<file path="src/rtl/fft_8p_frame_loader.sv">
// fft_8p_frame_loader
//   Collects a serial stream of complex samples into N-sample frames held in a
//   two-bank (ping-pong) buffer and presents each complete frame in parallel,
//   natural order, to the FFT core. Frames closed early by s_last are zero-padded.
//
// Ports
//   clk, rst      rising-edge clock, synchronous active-high reset
//   s_valid       input sample valid
//   s_ready       loader can accept a sample (depends on registered state only)
//   s_real/imag   signed sample parts, stored bit-exact
//   s_last        sample closes the current frame
//   frame_valid   a complete frame is presented
//   frame_ready   consumer takes the presented frame
//   frame_real/imag  frame contents, index k = k-th accepted sample
//   frame_len     number of real samples in the presented frame (1..N)
//   frame_padded  presented frame was closed early
module fft_8p_frame_loader #(
  parameter int DATA_WIDTH = 16,
  parameter int N          = 8
) (
  input  logic                             clk,
  input  logic                             rst,
  input  logic                             s_valid,
  output logic                             s_ready,
  input  logic [DATA_WIDTH-1:0]            s_real,
  input  logic [DATA_WIDTH-1:0]            s_imag,
  input  logic                             s_last,
  output logic                             frame_valid,
  input  logic                             frame_ready,
  output logic [N-1:0][DATA_WIDTH-1:0]     frame_real,
  output logic [N-1:0][DATA_WIDTH-1:0]     frame_imag,
  output logic [$clog2(N):0]               frame_len,
  output logic                             frame_padded
);

  localparam int CW = $clog2(N);
  localparam int LW = CW + 1;

  logic [N-1:0][DATA_WIDTH-1:0] bank_real [2];
  logic [N-1:0][DATA_WIDTH-1:0] bank_imag [2];
  logic [LW-1:0]                bank_len  [2];
  logic [1:0]                   full;
  logic [1:0]                   padded;
  logic                         wr_sel;
  logic                         rd_sel;
  logic [CW-1:0]                cnt;

  logic accept;
  logic close;
  logic rel_en;

  assign s_ready = ~full[wr_sel];
  assign accept  = s_valid & s_ready;
  assign close   = accept & (s_last | (cnt == CW'(N - 1)));
  assign rel_en  = full[rd_sel] & frame_ready;

  assign frame_valid  = full[rd_sel];
  assign frame_real   = bank_real[rd_sel];
  assign frame_imag   = bank_imag[rd_sel];
  assign frame_len    = bank_len[rd_sel];
  assign frame_padded = padded[rd_sel];

  // The write bank is never full and the release bank always is, so the
  // release and the sample write below never touch the same bank.
  always_ff @(posedge clk) begin
    if (rst) begin
      for (int unsigned b = 0; b < 2; b++) begin
        bank_real[b] <= '0;
        bank_imag[b] <= '0;
        bank_len[b]  <= '0;
      end
      full   <= '0;
      padded <= '0;
      wr_sel <= 1'b0;
      rd_sel <= 1'b0;
      cnt    <= '0;
    end else begin
      if (rel_en) begin
        // Zeroing on release is what makes the tail of a short frame read as 0.
        bank_real[rd_sel] <= '0;
        bank_imag[rd_sel] <= '0;
        bank_len[rd_sel]  <= '0;
        full[rd_sel]      <= 1'b0;
        padded[rd_sel]    <= 1'b0;
        rd_sel            <= ~rd_sel;
      end
      if (accept) begin
        bank_real[wr_sel][cnt] <= s_real;
        bank_imag[wr_sel][cnt] <= s_imag;
        if (close) begin
          full[wr_sel]     <= 1'b1;
          bank_len[wr_sel] <= LW'(cnt) + LW'(1);
          padded[wr_sel]   <= (cnt != CW'(N - 1));
          cnt              <= '0;
          wr_sel           <= ~wr_sel;
        end else begin
          cnt <= cnt + CW'(1);
        end
      end
    end
  end

endmodule
</file>
<file path="config.mk">
export PLATFORM = sky130hd
export DESIGN_NAME = fft_8p_frame_loader
export DESIGN_NICKNAME = d
export VERILOG_FILES = /design/src/rtl/fft_8p_frame_loader.sv
export SDC_FILE = /design/constraint.sdc
export NUM_CORES = 1
export LEC_CHECK = 0
export CAP_MARGIN = 30
export CORE_MARGIN = 3
export CORE_UTILIZATION = 50
export CTS_BUF_LIST = sky130_fd_sc_hd__clkbuf_16
export CTS_CLUSTER_SIZE = 12
export DETAILED_ROUTE_END_ITERATION = 8
export PLACE_DENSITY_LB_ADDON = 0.2
export SYNTH_ARGS = -nofsm -noshare
export SYNTH_HDL_FRONTEND = slang
export SYNTH_SLANG_ARGS = --single-unit
export TNS_END_PERCENT = 100
</file>
<file path="constraint.sdc">
create_clock -name clk -period 4.69 [get_ports clk]
set_input_delay 0.938 -clock clk [delete_from_list [all_inputs] [get_ports clk]]
set_output_delay 0.938 -clock clk [all_outputs]
set_load 0.1 [all_outputs]
</file>
---- Word level (Yosys, flattened, before mapping) ----
Memories as Yosys holds them, arrays and structs flattened. A register that Yosys moved wholly into a read port is not among the register bits.
Index checks and enable logic that the tools add are counted.
operators by class
  $add $sub $neg .......................... 2
  order comparisons ....................... 6
  equality and inequality tests ........... 2
  multiplexer cells ....................... 58
  bitwise operators ....................... 11
  reduce and logical (&&, ||, !) cells .... 10
operators by type and width
  cell                                                                                  number
  128-bit 2-to-1 mux                                                                    7
  128-bit OR reduction                                                                  4
  16-bit demux with 3-bit select                                                        1
  1-bit 2-to-1 mux                                                                      35
  16-bit 2-to-1 mux                                                                     1
  2-bit 2-to-1 mux                                                                      8
  4-bit 2-to-1 mux                                                                      2
  4-bit OR reduction                                                                    2
  3-bit by 1-bit adder with 4-bit output (second input constant)                        1
  2-bit bitwise AND                                                                     2
  1-bit by 2-bit < comparator with 1-bit output (second input constant)                 2
  3-bit by 4-bit < comparator with 1-bit output (second input constant)                 1
  3-bit by 1-bit adder with 3-bit output (second input constant)                        1
  1-bit bitwise AND                                                                     3
  3-bit == test (second input constant)                                                 1
  3-bit by 1-bit greater-or-equal comparator with 1-bit output (second input constant)  1
  1-bit logical AND                                                                     3
  3-bit 2-to-1 mux                                                                      1
  3-bit inequality test (second input constant)                                         1
  1-bit inverter                                                                        3
  2-bit bitwise mux                                                                     1
  1-bit demux with 1-bit select                                                         2
  1-bit greater-or-equal comparator (second input constant)                             2
  2-bit inverter                                                                        1
  3 further kinds                                                                       3
word-level totals
  flip-flop bits (word level) ............. 9
  RAM bits ................................ 520
  input port bits ......................... 37
  output and inout bits ................... 263
  word-level logic and storage cells ...... 97
  memories kept ........................... 3
memory list
  name       depth  width  read ports  clocked after Yosys merged registers in  write ports  RTL line  RTL
  bank_imag  2      128    1           1                                        2            40        logic [N-1:0][DATA_WIDTH-1:0] bank_imag [2];
  bank_real  2      128    1           1                                        2            39        logic [N-1:0][DATA_WIDTH-1:0] bank_real [2];
  bank_len   2      4      1           1                                        2            41        logic [LW-1:0] bank_len [2];

---- Longest topological paths before layout ----
Gate-level depths: netlist of the first run.
  depth after elaboration ................. 11
  mapped depth ............................ 7
  depth with buffers taken out ............ 5

---- Least setup slack after synthesis of the first run ----
No wires, ideal clock.
  path kind ............................... in2reg
  start point ............................. input rst
  end point ............................... memory bank_imag[0][48] (netlist bit), enable pin
  library setup time ...................... 0.466 ns
  arrival time ............................ 4.204 ns
  data required time ...................... 4.224 ns
  path slack .............................. 0.021 ns
  cell stages on the path ................. 5
  path buffers ............................ 2
  cells stage by stage .................... clkbuf_1 -> nand2b_1 -> or4_1 -> buf_2 -> o21ai_0
RTL lines
  what                RTL line  RTL
  start: declaration  22        input logic rst,
  end: declaration    40

---- Worst setup path after layout of the first run ----
  start point ............................. register wr_sel
  end point ............................... output s_ready
between the ends
  cells in the longest elaborated chain, start to end .. 3
ends and longest elaborated chain
  what                                                 RTL line  RTL
  start: declaration                                   44        logic wr_sel;
  start signal: assignment                             95        wr_sel <= ~wr_sel;
  1-bit 2-to-1 mux (implied by the code) (2 in a row)  52        assign s_ready = ~full[wr_sel];
  1-bit inverter                                       52
  end: declaration                                     24        output logic s_ready,
No other way between the ends. The select of a mux whose other input is x is not followed.

==> results of run 1 <==
## layer usage
metal / up-vias / part of all wire, %
li1: 6093 / -
met1: 6842 / 40
met2: 589 / 49
met3: 103 / 8.1
met4: 8 / 2.7
met5: - / 0.090
## logic make-up after synthesis
| group | Yosys count | synth area share (%) |
|---|---|---|
| flip-flops | 530 | 71.0 |
| adder cells (fa/ha/maj) | 2 | 0.112 |
| AO/OA/AOI/OAI | 28 | 0.691 |
| AND/OR/NAND/NOR | 627 | 11.9 |
| multiplexers | 264 | 13.3 |
| buffers and inverters | 105 | 2.98 |
## cell usage in the layout (no fill, tap or decap), types with 6 or more instances in the layout
cell / instances
nand2_1: 72
nand4_1: 6
mux2_2: 263
buf_4: 213
o21ai_4: 14
clkinv_1: 11
clkdlybuf4s50_1: 116
inv_1: 24
and2_1: 68
nor2_1: 454
dfxtp_1: 8
edfxtp_1: 520
clkbuf_16: 55
## stage by stage
step	instance area [sq um]	power, mW	utilization, %	std cells
after CTS	27100	12.0	62.2	2468
after global routing	27100	12.2	62.2	2468
final	27100	11.9	62.2	2469
after detailed placement	25500	8.07	58.5	2376
after floorplan	22300	7.45	-	1556
after global placement	25400	8.03	58.2	2372
## sequential cells by signal (all words and copies together), names as in the netlist, named ones only
register,cells
bank_imag,256
bank_real,256
bank_len,8
cnt,3
full,2
padded,2
rd_sel,1
wr_sel,1
## final timing paths
kind	start	end	slack [ns]	depth (start not counted)
worst max-delay path	wr_sel$_SDFFE_PP0P_	s_ready	0.73	3
worst min-delay path	padded[1]$_SDFF_PP0_	padded[1]$_SDFF_PP0_	0.48	2
worst max register to register	cnt[1]$_SDFFE_PP0N_	bank_imag[0][117]$_SDFFCE_PN0P_	1.72	5
worst min register to register	padded[1]$_SDFF_PP0_	padded[1]$_SDFF_PP0_	0.48	2
## critical path: cells and delay by family (launching register included)
kind | cells | cell delay, ns
buf+inv | 2 | 1.42
flops | 1 | 0.53
mux | 1 | 0.48
## layout make-up
class / count / area share, %
Timing Repair Buffer: 335 / 10.7
Inverter: 5 / 0.0693
Clock buffer: 55 / 5.08
Antenna cell: 1 / 0.00924
Tap cell: 585 / 2.70
Multi-Input combinational cell: 921 / 22.1
Sequential cell: 530 / 58.4
Clock inverter: 37 / 0.836
## report_power, final
| group | internal, mW | leakage [nW] | switching (mW) |
|---|---|---|---|
| combinational | 0.521 | 3.79 | 1.95 |
| clock | 2.26 | 0.859 | 1.70 |
| sequential | 5.43 | 5.48 | 0.0625 |
==> impl_metrics.json, run 1 <==
{
  "clock_latency_ns": 0.60,
  "coreArea_sq_mm": 0.0436,
  "fin_crit_ns": 3.96,
  "htreeDepth": 2,
  "start_util_pct": 51.1,
  "syn_area_sq_mm": 0.0223,
  "cp.required_ns": 3.75,
  "rows": 76,
  "arrival_ns": 3.02,
  "pin_count": 300,
  "powerDensity_mw_per_mm2": 440,
  "multi_input_area_sq_mm": 0.00599,
  "drt_iter0_markers": 1289,
  "io_buffer_count": 299,
  "setup_viol": 0,
  "grt_max_degree": 73,
  "antenna_found_initial": 4,
  "grt_util_all_layers_pct": 24.4,
  "grt_pass1_wl_mm": 86.2,
  "die_area_sq_mm": 0.0471,
  "via_per_inst": 5.52,
  "hold_viol": 0,
  "place.gp.congestion": 0.874,
  "die_h_microns": 217,
  "fin_nets": 1886,
  "wl_per_cell_microns": 23.5,
  "dieWidth_microns": 217,
  "synthArstFlopShare_pct": 0,
  "grt.met1_usage_pct": 33.4,
  "ys_seq_elements": 530,
  "synth_edf_count": 520,
  "syn_avg_cell_area_sq_um": 14.3,
  "synth_cell_types": 32,
  "cts_setup_buffers": 0,
  "finClkSkew_ns": 0.0149,
  "gr-usage-met2_pct": 40.2,
  "place_ws_ns": 1.00,
  "syn_nets": 1595,
  "tns_ns": 0,
  "critPathKind": "register to output port",
  "cts_buffers": 54,
  "cts_tree": "built",
  "status": "finished clean",
  "end_kind": "output port",
  "yosys_warnings": 0,
  "rsz0062_at_grt": "false",
  "cp_cell_sequence": "mux2_2 -> inv_1 -> clkdlybuf4s50_1",
  "relSlewSlack_pct": 31.4,
  "leakage_nw": 10.1,
  "layout-drive-gt1-share_pct": 30.5,
  "hpwl_mm": 37.1,
  "maxCapViolCount": 0,
  "timing.critical_path.from_type": "register",
  "grt.overflow.total": 0,
  "vias": 13600,
  "slowest_delay_ns": 1.19,
  "fin_crit_sh_pct": 84.4,
  "cp_slowest_cell": "clkdlybuf4s50_1",
  "peakVddDrop_mv": 0.248,
  "cts_buffer_depth": 3,
  "top_usage_layer": "met2",
  "ctsHoldBuffers": 0,
  "route.detailed.drc": 0,
  "hold_class": "register to register",
  "yosysSeqAreaShare_pct": 71.0,
  "regArea_sq_mm": 0.0158,
  "final.fill_count": 3376,
  "yosys.cell_count.top_type": "edfxtp_1",
  "final.setup.worst_slack_ns": 0.731,
  "worst_slew_pin_slew_ns": 1.03,
  "grtUsageMet3_pct": 4.62,
  "fmax_ghz": 0.253,
  "syn-instance-count": 1556,
  "clkTransAtPathRegs_ns": 0.06,
  "clock-sinks": 530,
  "synthToLayoutAreaGrowth_pct": 21.6,
  "detail-route-antenna-nets": 0,
  "slew_violations": 0,
  "synthTopCellsByCount": "edfxtp_1, nor2_1, mux2_2",
  "worstPathMaxFanout": 12,
  "cts_root_buf": "clkbuf_16",
  "dr.pass1.iters": 5,
  "grt_pass1_vias": 13600,
  "whs_ns": 0.482,
  "ctsResizeCount": 0,
  "totalWireLength_mm": 58.1,
  "yosys-top-cells-area": "edfxtp_1, mux2_2, nor2_1, and2_1, buf_6",
  "synth-main-ff-cell": "edfxtp_1",
  "synth_top_cell_area_share_pct": 70.1,
  "post-synth-top-area-cell": "edfxtp_1"
}
(Power assumes the default switching activity.)
==> run 2: changes to the inputs <==
--- a/config.mk
+++ b/config.mk
@@ -7,7 +7,7 @@
 export LEC_CHECK = 0
 export CAP_MARGIN = 30
 export CORE_MARGIN = 3
-export CORE_UTILIZATION = 50
+export CORE_UTILIZATION = 55
 export CTS_BUF_LIST = sky130_fd_sc_hd__clkbuf_16
 export CTS_CLUSTER_SIZE = 12
 export DETAILED_ROUTE_END_ITERATION = 8
==> constraint.sdc (replaced) <==
create_clock -name clk -period 4.1 [get_ports clk]
set_input_delay 0.82 -clock clk [delete_from_list [all_inputs] [get_ports clk]]
set_output_delay 0.82 -clock clk [all_outputs]
set_load 0.1 [all_outputs]
==> run 2 against run 1 <==
  * Via count is 0.87% higher
  * First-iteration DRC count shrank 15%
  * Critical endpoint is now frame_valid
  * Final cell count decreased by 3.2%
  * Power rose by 11%
  * Largest cell class unchanged
  * Sequential share of layout area is 0.94 points higher
  * Critical path depth fell by 1
  * Non-clock buffer count decreased by 1
  * Global-route usage rose by 1.3 points
  * Combinational power up 13%
  * Largest power group unchanged
  * Core utilization up 4.6 points
==> impl_metrics.json, run 2 (synthesized netlist as in run 1, its figures left out) <==
{
  "status": "finished clean",
  "cts_buffers": 52,
  "dieWidth_microns": 207,
  "relSlewSlack_pct": 35.1,
  "arrival_ns": 2.46,
  "grt_pass1_wl_mm": 84.0,
  "hold_viol": 0,
  "vias": 13800,
  "peakVddDrop_mv": 0.388,
  "fin_crit_sh_pct": 79.9,
  "grt_pass1_vias": 13700,
  "grt.overflow.total": 0,
  "clock_latency_ns": 0.58,
  "die_area_sq_mm": 0.0430,
  "timing.critical_path.from_type": "register",
  "cts_setup_buffers": 0,
  "place.gp.congestion": 0.846,
  "antenna_found_initial": 4,
  "rsz0062_at_grt": "false",
  "cts_tree": "built",
  "via_per_inst": 5.76,
  "dr.pass1.iters": 5,
  "tns_ns": 0,
  "cp.required_ns": 3.28,
  "layout-drive-gt1-share_pct": 34.6,
  "cts_root_buf": "clkbuf_16",
  "reg2regPathDepth": 5,
  "critPathKind": "register to output port",
  "fin_total_pwr_mw": 13.2,
  "setup_viol": 0,
  "finClkSkew_ns": 0.0142,
  "drt_iter0_markers": 1098,
  "final.setup.worst_slack_ns": 0.825,
  "clkTransAtPathRegs_ns": 0.06,
  "maxCapViolCount": 0,
  "totalWireLength_mm": 56.4,
  "clock-sinks": 530,
  "place_ws_ns": 0.549,
  "reg_top3": "bank_imag (256), bank_real (256), bank_len (8)",
  "hpwl_mm": 35.7,
  "coreArea_sq_mm": 0.0399,
  "final_common_cell": "edfxtp_1",
  "ctsHoldBuffers": 0,
  "worst_slew_pin_slew_ns": 0.971,
  "route.detailed.drc": 0,
  "dp_cells": 2315,
  "ctsResizeCount": 0,
  "htreeDepth": 2,
  "final_core_util_pct": 66.8,
  "slew_violations": 0,
  "final_cell_mix": "edfxtp_1, nor2_1, buf_4, mux2_2, nand2_1",
  "rows": 73,
  "detail-route-antenna-nets": 0,
  "fin_cells": 2389,
  "worstHoldPathCells": 2,
  "rrSetupSlack_ns": 1.17,
  "end_kind": "output port",
  "grt_util_all_layers_pct": 25.7,
  "wl_per_cell_microns": 23.6,
  "fmax_ghz": 0.305,
  "grt_max_degree": 65,
  "worstPathMaxFanout": 7,
  "synthToLayoutAreaGrowth_pct": 19.6,
  "leakage_nw": 10.1,
  "die_h_microns": 207,
  "pin_count": 300,
  "powerDensity_mw_per_mm2": 496,
  "hold_class": "register to register",
  "fin_nets": 1883,
  "start_util_pct": 55.8,
  "io_buffer_count": 299,
  "cts_buffer_depth": 3,
  "fin_crit_ns": 3.28
}
## run 2: worst paths after layout
check	start	to
setup reg to reg	wr_sel$_SDFFE_PP0P_	bank_real[0][80]$_SDFFCE_PN0P_
hold reg to reg	padded[1]$_SDFF_PP0_	padded[1]$_SDFF_PP0_
setup / recovery	full[1]$_SDFF_PP0_	frame_valid
hold / removal	padded[1]$_SDFF_PP0_	padded[1]$_SDFF_PP0_
## run 2: layout make-up
class	instances	area, sq um
clock inverters	19	77.6
fillers	2781	13300
flip-flops and latches	530	15800
diodes	2	5.00
well taps	525	657
multi-input cells	921	5990
inverters	5	18.8
repair buffers	334	2750
clock buffers	53	1330
## run 2: report_power, final
| group | total [mW] | internal (mW) | leakage (nW) | switching, mW |
|---|---|---|---|---|
| registers | 6.28 | 6.21 | 5.48 | 0.0789 |
| logic | 2.78 | 0.574 | 3.90 | 2.21 |
| clock network | 4.16 | 2.28 | 0.726 | 1.87 |
## run 2: through the flow
stage          hold slack (ns)  area (sq um)
6_report                 0.474         26600
2_1_floorplan            0.435         22300
3_3_place_gp             0.448         25200
4_1_cts                  0.472         26600
3_5_place_dp             0.463         25200
5_1_grt                  0.483         26600
## run 2: critical path, cell delays in order, from the launching register on
cell,delay [ns]
dfxtp_1,0.53
mux2_2,0.23
clkdlybuf4s50_1,1.12
## run 2: metal layers
metal / global-route usage [%] / share of wire [%]
met5: 0 / 0.073
met4: 8.31 / 3.0
met3: 5.21 / 8.6
met2: 42.9 / 50
met1: 34.3 / 39
